### config.mk
export PLATFORM = sky130hd
export DESIGN_NAME = control_sequencer
export DESIGN_NICKNAME = d
export VERILOG_FILES = /design/src/rtl/control_sequencer.sv
export SDC_FILE = /design/constraint.sdc
export NUM_CORES = 1
export LEC_CHECK = 0
export ABC_CLOCK_PERIOD_IN_PS = 2040
export CORE_ASPECT_RATIO = 0.5
export CORE_MARGIN = 10
export CORE_UTILIZATION = 31
export CTS_CLUSTER_DIAMETER = 40
export DETAILED_ROUTE_END_ITERATION = 10
export GPL_ROUTABILITY_DRIVEN = 0
export PLACE_DENSITY_LB_ADDON = 0.12
export SLEW_MARGIN = 30
export SYNTH_ARGS = -nofsm -noshare
export SYNTH_HDL_FRONTEND = slang
export SYNTH_SLANG_ARGS = --single-unit
### constraint.sdc
create_clock -name iClk -period 2.04 [get_ports iClk]
set_clock_uncertainty 0.1 [all_clocks]
set_input_delay 0.408 -clock iClk [delete_from_list [all_inputs] [get_ports iClk]]
set_output_delay 0.408 -clock iClk [all_outputs]
set_load 0.05 [all_outputs]
### src/rtl/control_sequencer.sv
// control_sequencer: multi-cycle control unit for a small load/store CPU.
// Fetches a 32-bit instruction word into IR, decodes it and steps the
// datapath through the execute, write-back-latch, memory and register-write
// phases. Outputs are decoded from the current state and IR. The only
// exceptions are the MEM completion cycle, which also looks at iMemRdy, and
// the BR execute cycle, which also looks at the selected iJ_* flag.
//
// Ports
//   iClk, nRst            clock, synchronous active-low reset
//   iMemData, iMemRdy     instruction/memory return word and completion strobe
//   iJ_zero/nZero/pos/neg branch-condition flags for register RA
//   oMemRead, oMemWrite   memory requests, held until iMemRdy
//   oPC_*                 program counter control (oPC_nRst is active low)
//   oRF_*                 register file write enable and addresses
//   oR*_en                datapath register enables
//   oALU_Ctrl             ALU operation (CTRL_ALU_*)
//   oMUX_*                datapath mux selects
//   oImm32                sign-extended C field of IR
//   oHalt                 processor halted
module control_sequencer (
  input  logic        iClk,
  input  logic        nRst,
  input  logic [31:0] iMemData,
  input  logic        iMemRdy,
  input  logic        iJ_zero,
  input  logic        iJ_nZero,
  input  logic        iJ_pos,
  input  logic        iJ_neg,
  output logic        oMemRead,
  output logic        oMemWrite,
  output logic        oPC_nRst,
  output logic        oPC_en,
  output logic        oPC_jmp,
  output logic        oPC_loadRA,
  output logic        oPC_loadImm,
  output logic        oRF_Write,
  output logic [3:0]  oRF_AddrA,
  output logic [3:0]  oRF_AddrB,
  output logic [3:0]  oRF_AddrC,
  output logic        oRA_en,
  output logic        oRB_en,
  output logic        oRZH_en,
  output logic        oRZL_en,
  output logic        oRAS_en,
  output logic        oRWB_en,
  output logic [3:0]  oALU_Ctrl,
  output logic        oMUX_BIS,
  output logic        oMUX_RZHS,
  output logic        oMUX_WBM,
  output logic        oMUX_WBP,
  output logic        oMUX_MAP,
  output logic        oMUX_ASS,
  output logic [31:0] oImm32,
  output logic        oHalt
);

  localparam int unsigned OP_W   = 5;
  localparam int unsigned REG_W  = 4;
  localparam int unsigned ALU_W  = 4;
  localparam int unsigned C_W    = 19;
  localparam int unsigned WORD_W = 32;

  localparam logic [OP_W-1:0] ISA_ADD  = 5'd0;
  localparam logic [OP_W-1:0] ISA_SUB  = 5'd1;
  localparam logic [OP_W-1:0] ISA_AND  = 5'd2;
  localparam logic [OP_W-1:0] ISA_OR   = 5'd3;
  localparam logic [OP_W-1:0] ISA_SHR  = 5'd4;
  localparam logic [OP_W-1:0] ISA_SHL  = 5'd5;
  localparam logic [OP_W-1:0] ISA_ROR  = 5'd6;
  localparam logic [OP_W-1:0] ISA_ROL  = 5'd7;
  localparam logic [OP_W-1:0] ISA_ADDI = 5'd8;
  localparam logic [OP_W-1:0] ISA_ANDI = 5'd9;
  localparam logic [OP_W-1:0] ISA_ORI  = 5'd10;
  localparam logic [OP_W-1:0] ISA_LD   = 5'd11;
  localparam logic [OP_W-1:0] ISA_ST   = 5'd12;
  localparam logic [OP_W-1:0] ISA_BR   = 5'd13;
  localparam logic [OP_W-1:0] ISA_NOP  = 5'd14;
  localparam logic [OP_W-1:0] ISA_HALT = 5'd15;

  localparam logic [ALU_W-1:0] CTRL_ALU_ADD = 4'd0;
  localparam logic [ALU_W-1:0] CTRL_ALU_SUB = 4'd1;
  localparam logic [ALU_W-1:0] CTRL_ALU_AND = 4'd2;
  localparam logic [ALU_W-1:0] CTRL_ALU_OR  = 4'd3;
  localparam logic [ALU_W-1:0] CTRL_ALU_SHR = 4'd4;
  localparam logic [ALU_W-1:0] CTRL_ALU_SHL = 4'd5;
  localparam logic [ALU_W-1:0] CTRL_ALU_ROR = 4'd6;
  localparam logic [ALU_W-1:0] CTRL_ALU_ROL = 4'd7;

  typedef enum logic [2:0] {
    S_RESET, S_FETCH, S_DECODE, S_EXEC, S_WBLATCH, S_MEM, S_WBWRITE, S_HALT
  } state_e;

  state_e            state_q, state_d;
  logic [WORD_W-1:0] ir_q, ir_d;

  // IR field decode
  logic [OP_W-1:0]  opcode;
  logic [REG_W-1:0] ra_f, rb_f, rc_f;
  logic [1:0]       cond_f;
  assign opcode = ir_q[31:27];
  assign ra_f   = ir_q[26:23];
  assign rb_f   = ir_q[22:19];
  assign rc_f   = ir_q[18:15];
  assign cond_f = ir_q[20:19];
  assign oImm32 = {{(WORD_W-C_W){ir_q[C_W-1]}}, ir_q[C_W-1:0]};

  logic is_ld, is_st, is_br, is_nop, is_stop, uses_imm, br_taken;
  logic [ALU_W-1:0] alu_op;
  assign is_ld    = (opcode == ISA_LD);
  assign is_st    = (opcode == ISA_ST);
  assign is_br    = (opcode == ISA_BR);
  assign is_nop   = (opcode == ISA_NOP);
  // HALT opcode and every unassigned opcode both stop the machine
  assign is_stop  = (opcode >= ISA_HALT);
  assign uses_imm = (opcode == ISA_ADDI) || (opcode == ISA_ANDI) ||
                    (opcode == ISA_ORI) || is_ld || is_st;

  // ALU operation for the execute phase; memory ops use ADD for the address
  always_comb begin
    alu_op = CTRL_ALU_ADD;
    case (opcode)
      ISA_SUB:            alu_op = CTRL_ALU_SUB;
      ISA_AND, ISA_ANDI:  alu_op = CTRL_ALU_AND;
      ISA_OR,  ISA_ORI:   alu_op = CTRL_ALU_OR;
      ISA_SHR:            alu_op = CTRL_ALU_SHR;
      ISA_SHL:            alu_op = CTRL_ALU_SHL;
      ISA_ROR:            alu_op = CTRL_ALU_ROR;
      ISA_ROL:            alu_op = CTRL_ALU_ROL;
      default:            alu_op = CTRL_ALU_ADD;
    endcase
  end

  // Branch condition select
  always_comb begin
    case (cond_f)
      2'b00:   br_taken = iJ_zero;
      2'b01:   br_taken = iJ_nZero;
      2'b10:   br_taken = iJ_pos;
      default: br_taken = iJ_neg;
    endcase
  end

  // State and instruction register
  always_ff @(posedge iClk) begin
    if (!nRst) begin
      state_q <= S_RESET;
      ir_q    <= '0;
    end else begin
      state_q <= state_d;
      ir_q    <= ir_d;
    end
  end

  // Next-state and IR load
  always_comb begin
    state_d = state_q;
    ir_d    = ir_q;
    case (state_q)
      S_RESET:   state_d = S_FETCH;
      S_FETCH: begin
        if (iMemRdy) begin
          ir_d    = iMemData;
          state_d = S_DECODE;
        end
      end
      S_DECODE: begin
        if (is_nop)       state_d = S_FETCH;
        else if (is_stop) state_d = S_HALT;
        else              state_d = S_EXEC;
      end
      S_EXEC: begin
        if (is_br)               state_d = S_FETCH;
        else if (is_ld || is_st) state_d = S_MEM;
        else                     state_d = S_WBLATCH;
      end
      S_WBLATCH: state_d = S_WBWRITE;
      S_MEM: begin
        if (iMemRdy) state_d = is_ld ? S_WBWRITE : S_FETCH;
      end
      S_WBWRITE: state_d = S_FETCH;
      S_HALT:    state_d = S_HALT;
      default:   state_d = S_RESET;
    endcase
  end

  // Output decode; oPC_nRst is active low and only pulled down in RESET
  always_comb begin
    oMemRead    = 1'b0;
    oMemWrite   = 1'b0;
    oPC_nRst    = 1'b1;
    oPC_en      = 1'b0;
    oPC_jmp     = 1'b0;
    oPC_loadRA  = 1'b0;
    oPC_loadImm = 1'b0;
    oRF_Write   = 1'b0;
    oRF_AddrA   = '0;
    oRF_AddrB   = '0;
    oRF_AddrC   = '0;
    oRA_en      = 1'b0;
    oRB_en      = 1'b0;
    oRZH_en     = 1'b0;
    oRZL_en     = 1'b0;
    oRAS_en     = 1'b0;
    oRWB_en     = 1'b0;
    oALU_Ctrl   = '0;
    oMUX_BIS    = 1'b0;
    oMUX_RZHS   = 1'b0;
    oMUX_WBM    = 1'b0;
    oMUX_WBP    = 1'b0;
    oMUX_MAP    = 1'b0;
    oMUX_ASS    = 1'b0;
    oHalt       = 1'b0;
    case (state_q)
      S_RESET: oPC_nRst = 1'b0;
      S_FETCH: begin
        oMemRead = 1'b1;
        oMUX_MAP = 1'b1;
      end
      S_DECODE: begin
        oPC_en    = 1'b1;
        oRA_en    = 1'b1;
        oRB_en    = 1'b1;
        oRF_AddrA = is_br ? ra_f : rb_f;
        oRF_AddrB = is_st ? ra_f : rc_f;
        oMUX_BIS  = uses_imm;
      end
      S_EXEC: begin
        if (is_br) begin
          oPC_en      = br_taken;
          oPC_jmp     = br_taken;
          oPC_loadImm = br_taken;
        end else begin
          oALU_Ctrl = alu_op;
          oMUX_BIS  = uses_imm;
          oRZH_en   = 1'b1;
          oRZL_en   = 1'b1;
        end
      end
      S_WBLATCH: oRWB_en = 1'b1;
      S_MEM: begin
        oMemRead  = is_ld;
        oMemWrite = is_st;
        // Load data is captured on the completion cycle itself
        oRWB_en   = is_ld && iMemRdy;
        oMUX_WBM  = is_ld && iMemRdy;
      end
      S_WBWRITE: begin
        oRF_Write = 1'b1;
        oRF_AddrC = ra_f;
      end
      S_HALT:  oHalt = 1'b1;
      default: oPC_nRst = 1'b0;
    endcase
  end

endmodule

==> impl_metrics.env <==
export IMPL_seqPwrFrac=0.281
export IMPL_violations="setup timing"
export IMPL_htreeDepth=2
export IMPL_hold_start="ir_q[5]"
export IMPL_rows=21
export IMPL_synth_cells=283
export IMPL_muxShareOfSynthArea=0.0563
export IMPL_synth_top_area_cell="dfxtp_1"
export IMPL_clkPwrFrac=0.322
export IMPL_core_area_um2=6730
export IMPL_die_area_um2=10900
export IMPL_cts_clk_slew_worst_paths_ns=0.06
export IMPL_die_h_um=79.0
export IMPL_grtUsageTotal=0.130
export IMPL_p_sw_mw=1.08
export IMPL_grt_pass1_vias=2212
export IMPL_dr_pass1_iters=6
export IMPL_ant_nets=0
export IMPL_crit_type="reg -> out"
export IMPL_nNetsFinal=415
export IMPL_whs_path_depth=2
export IMPL_drcViolationCount=0
export IMPL_seq_area_frac_synth=0.353
export IMPL_die_x_um=138
export IMPL_synth_xor_area_frac=0
export IMPL_grt_max_degree=34
export IMPL_synth_area_um2=2150
export IMPL_port_buffer_count=101
export IMPL_worstRegToRegCells=8
export IMPL_cts_hold_buf=0
export IMPL_hold_viol=0
export IMPL_ff_latch_area_um2=781
export IMPL_grt_pass1_wl_mm=11.5
export IMPL_power_leakage_nw=1.62
export IMPL_finalCriticalPeriod_ns=2.13
export IMPL_synth_fa_ha_area_frac=0.00581
export IMPL_relSlewSlack=0.644
export IMPL_cts_root_buf="clkbuf_16"
export IMPL_clockBufferDepth=2
export IMPL_synth_simple_area_share=0.272
export IMPL_layout_commonest_cell="nand2_1"
export IMPL_drt_total_wl_mm=7.35
export IMPL_max_freq_mhz=470
export IMPL_finalSetupViolCount=18
export IMPL_synth_top_area_share=0.353
export IMPL_hp_class="reg -> reg"
export IMPL_ys_seq_elements=38
export IMPL_finalPower_mw=3.14
export IMPL_p_int_mw=2.07
export IMPL_antenna_found_initial=0
export IMPL_worst_pin_slew_ns=0.533
export IMPL_grt_ovfl_total=0
export IMPL_setup_tns_ns=-0.889
export IMPL_antenna_cells=0
export IMPL_worstPathRequired_ns=1.53
export IMPL_initial_core_util=0.320
export IMPL_vdd_drop_max_mv=0.364
export IMPL_status="finished with violations"
export IMPL_area_growth_pct=94.8
export IMPL_cp_max_fo=7
export IMPL_period_share=1.04
export IMPL_worst_slack_ns=-0.0856
export IMPL_arrival_ns=1.62
export IMPL_synth_top_family_by_area="simple AND/OR/NAND/NOR gates"
export IMPL_combPwrFrac=0.397
export IMPL_cts_sinks=38
export IMPL_r2r_slack_ns=0.16
export IMPL_via_per_inst=4.65
export IMPL_rr_startpoint="state_q[1]"
export IMPL_power_density_nw_per_um2=749
export IMPL_multi_input_area_um2=1300
export IMPL_io_pin_count=108
export IMPL_synth_compound_area_frac=0.121
export IMPL_hpwl_mm=5.56
export IMPL_vias=2175
export IMPL_post_drt_wl_per_cell_um=15.7
export IMPL_drv_cap=0
export IMPL_drive_gt1_frac=0.378
export IMPL_ys_top_cells_by_area="dfxtp_1, buf_4, nand2_1, a21oi_1, mux2i_1"
export IMPL_drv_slew=0
export IMPL_drt_iter0_markers=97
export IMPL_synth_area_per_cell_um2=7.61
export IMPL_final_cell_mix="nand2_1, clkdlybuf4s50_1, buf_12"
export IMPL_insertion_delay_ns=0.28
export IMPL_end_kind="output port"
export IMPL_holdPathEnd="ir_q[5]"
export IMPL_start_kind="flop"
export IMPL_cts_buffers=5
export IMPL_yosys_warnings=0
export IMPL_yosys_cell_types_count=38
export IMPL_fillers=553
export IMPL_p_sw_frac=0.343
export IMPL_rsz0062_at_grt="yes"
export IMPL_cts_tree="done"
==> how the worst max path moves through the flow <==
stage	start	to	slack, ns	depth (start not counted)
after floorplan	ir_q[31]	oPC_en	-0.14	4
after global placement	iMemRdy	flop	-0.25	8
after detailed placement	iMemRdy	flop	-0.32	8
after CTS	ir_q[29]	oALU_Ctrl[2]	-0.09	5
after global routing	ir_q[30]	oRWB_en	-0.16	6
final	ir_q[31]	oPC_jmp	-0.09	5
==> state kept, by name, summed over array words and instances (netlist names), named ones only <==
name and count:
ir_q 32, state_q 3
==> layer usage <==
layer / up-vias / track usage / part of all wire
li1: 1074 / - / -
met1: 1042 / 0.140 / 0.40
met2: 53 / 0.241 / 0.53
met3: 6 / 0.0465 / 0.066
met4: 0 / 0.0280 / 0.0069
met5: - / 0 / 0
==> power by group through the flow <==
stage | Sequential, mW | Clock (mW) | Combinational, mW
after floorplan | 0.860 | 0 | 0.734
after detailed placement | 0.884 | 0 | 1.16
after global placement | 0.881 | 0 | 1.14
after CTS | 0.877 | 1.04 | 1.20
after global routing | 0.894 | 1.07 | 1.32
final | 0.883 | 1.01 | 1.25
==> what timing repair did <==
action	CTS	global route
pin swaps	10	7
endpoints found under the setup margin	28	29
gates resized for setup	30	22
cloned	0	1
hold endpoints to repair	0	0
buffers inserted	7	9
==> area by class of cell <==
class	instances	area share
well taps	92	0.0274
repair buffers	138	0.422
clock buffers	5	0.0298
multi-input cells	185	0.309
clock inverters	3	0.0164
flip-flops and latches	38	0.186
inverters	7	0.00924
==> logic make-up (layout without fill, tap and decap cells) <==
logic type,Yosys count,after routing
simple gates,118,118
buf+inv,65,153
compound gates,48,48
flops,38,38
mux,12,12
fa+ha+maj,1,1
other cells,1,6
==> metrics by stage <==
step / instances / hold WS (ns) / area (µm²) / utilization / worst slack, ns
final: 468 / 0.354 / 4200 / 0.624 / -0.0856
after global routing: 468 / 0.379 / 4200 / 0.624 / -0.159
after CTS: 459 / 0.358 / 4030 / 0.599 / -0.0936
after detailed placement: 444 / 0.350 / 3650 / 0.543 / -0.320
after global placement: 444 / 0.342 / 3650 / 0.543 / -0.250
after floorplan: 288 / 0.336 / 2310 / - / -0.136
==> critical path: stages (launching register included) <==
cell	delay, ns
dfxtp_4	0.37
and4bb_1	0.30
nand2_4	0.13
buf_4	0.18
nor3_4	0.16
buf_6	0.19
==> synth_stat cells, drive strengths merged <==
master and count:
nor3b 5, mux2i 11, ha 1, o22ai 2
a21oi 38, or3 2, clkbuf 7, nand4bb 2
o311a 1, nand3 1, a31oi 3, conb 1
nand2b 6, and3 3, and4bb 1, o21ai 1
nor4bb 2, buf 51, mux2 1, nor3 2
o31a 1, nor2b 1, inv 6, and2 5
dfxtp 38, a41oi 1, nand2 69, nand3b 5
nor2 14, clkinv 1, o31ai 1
(Power assumes the default switching activity.)
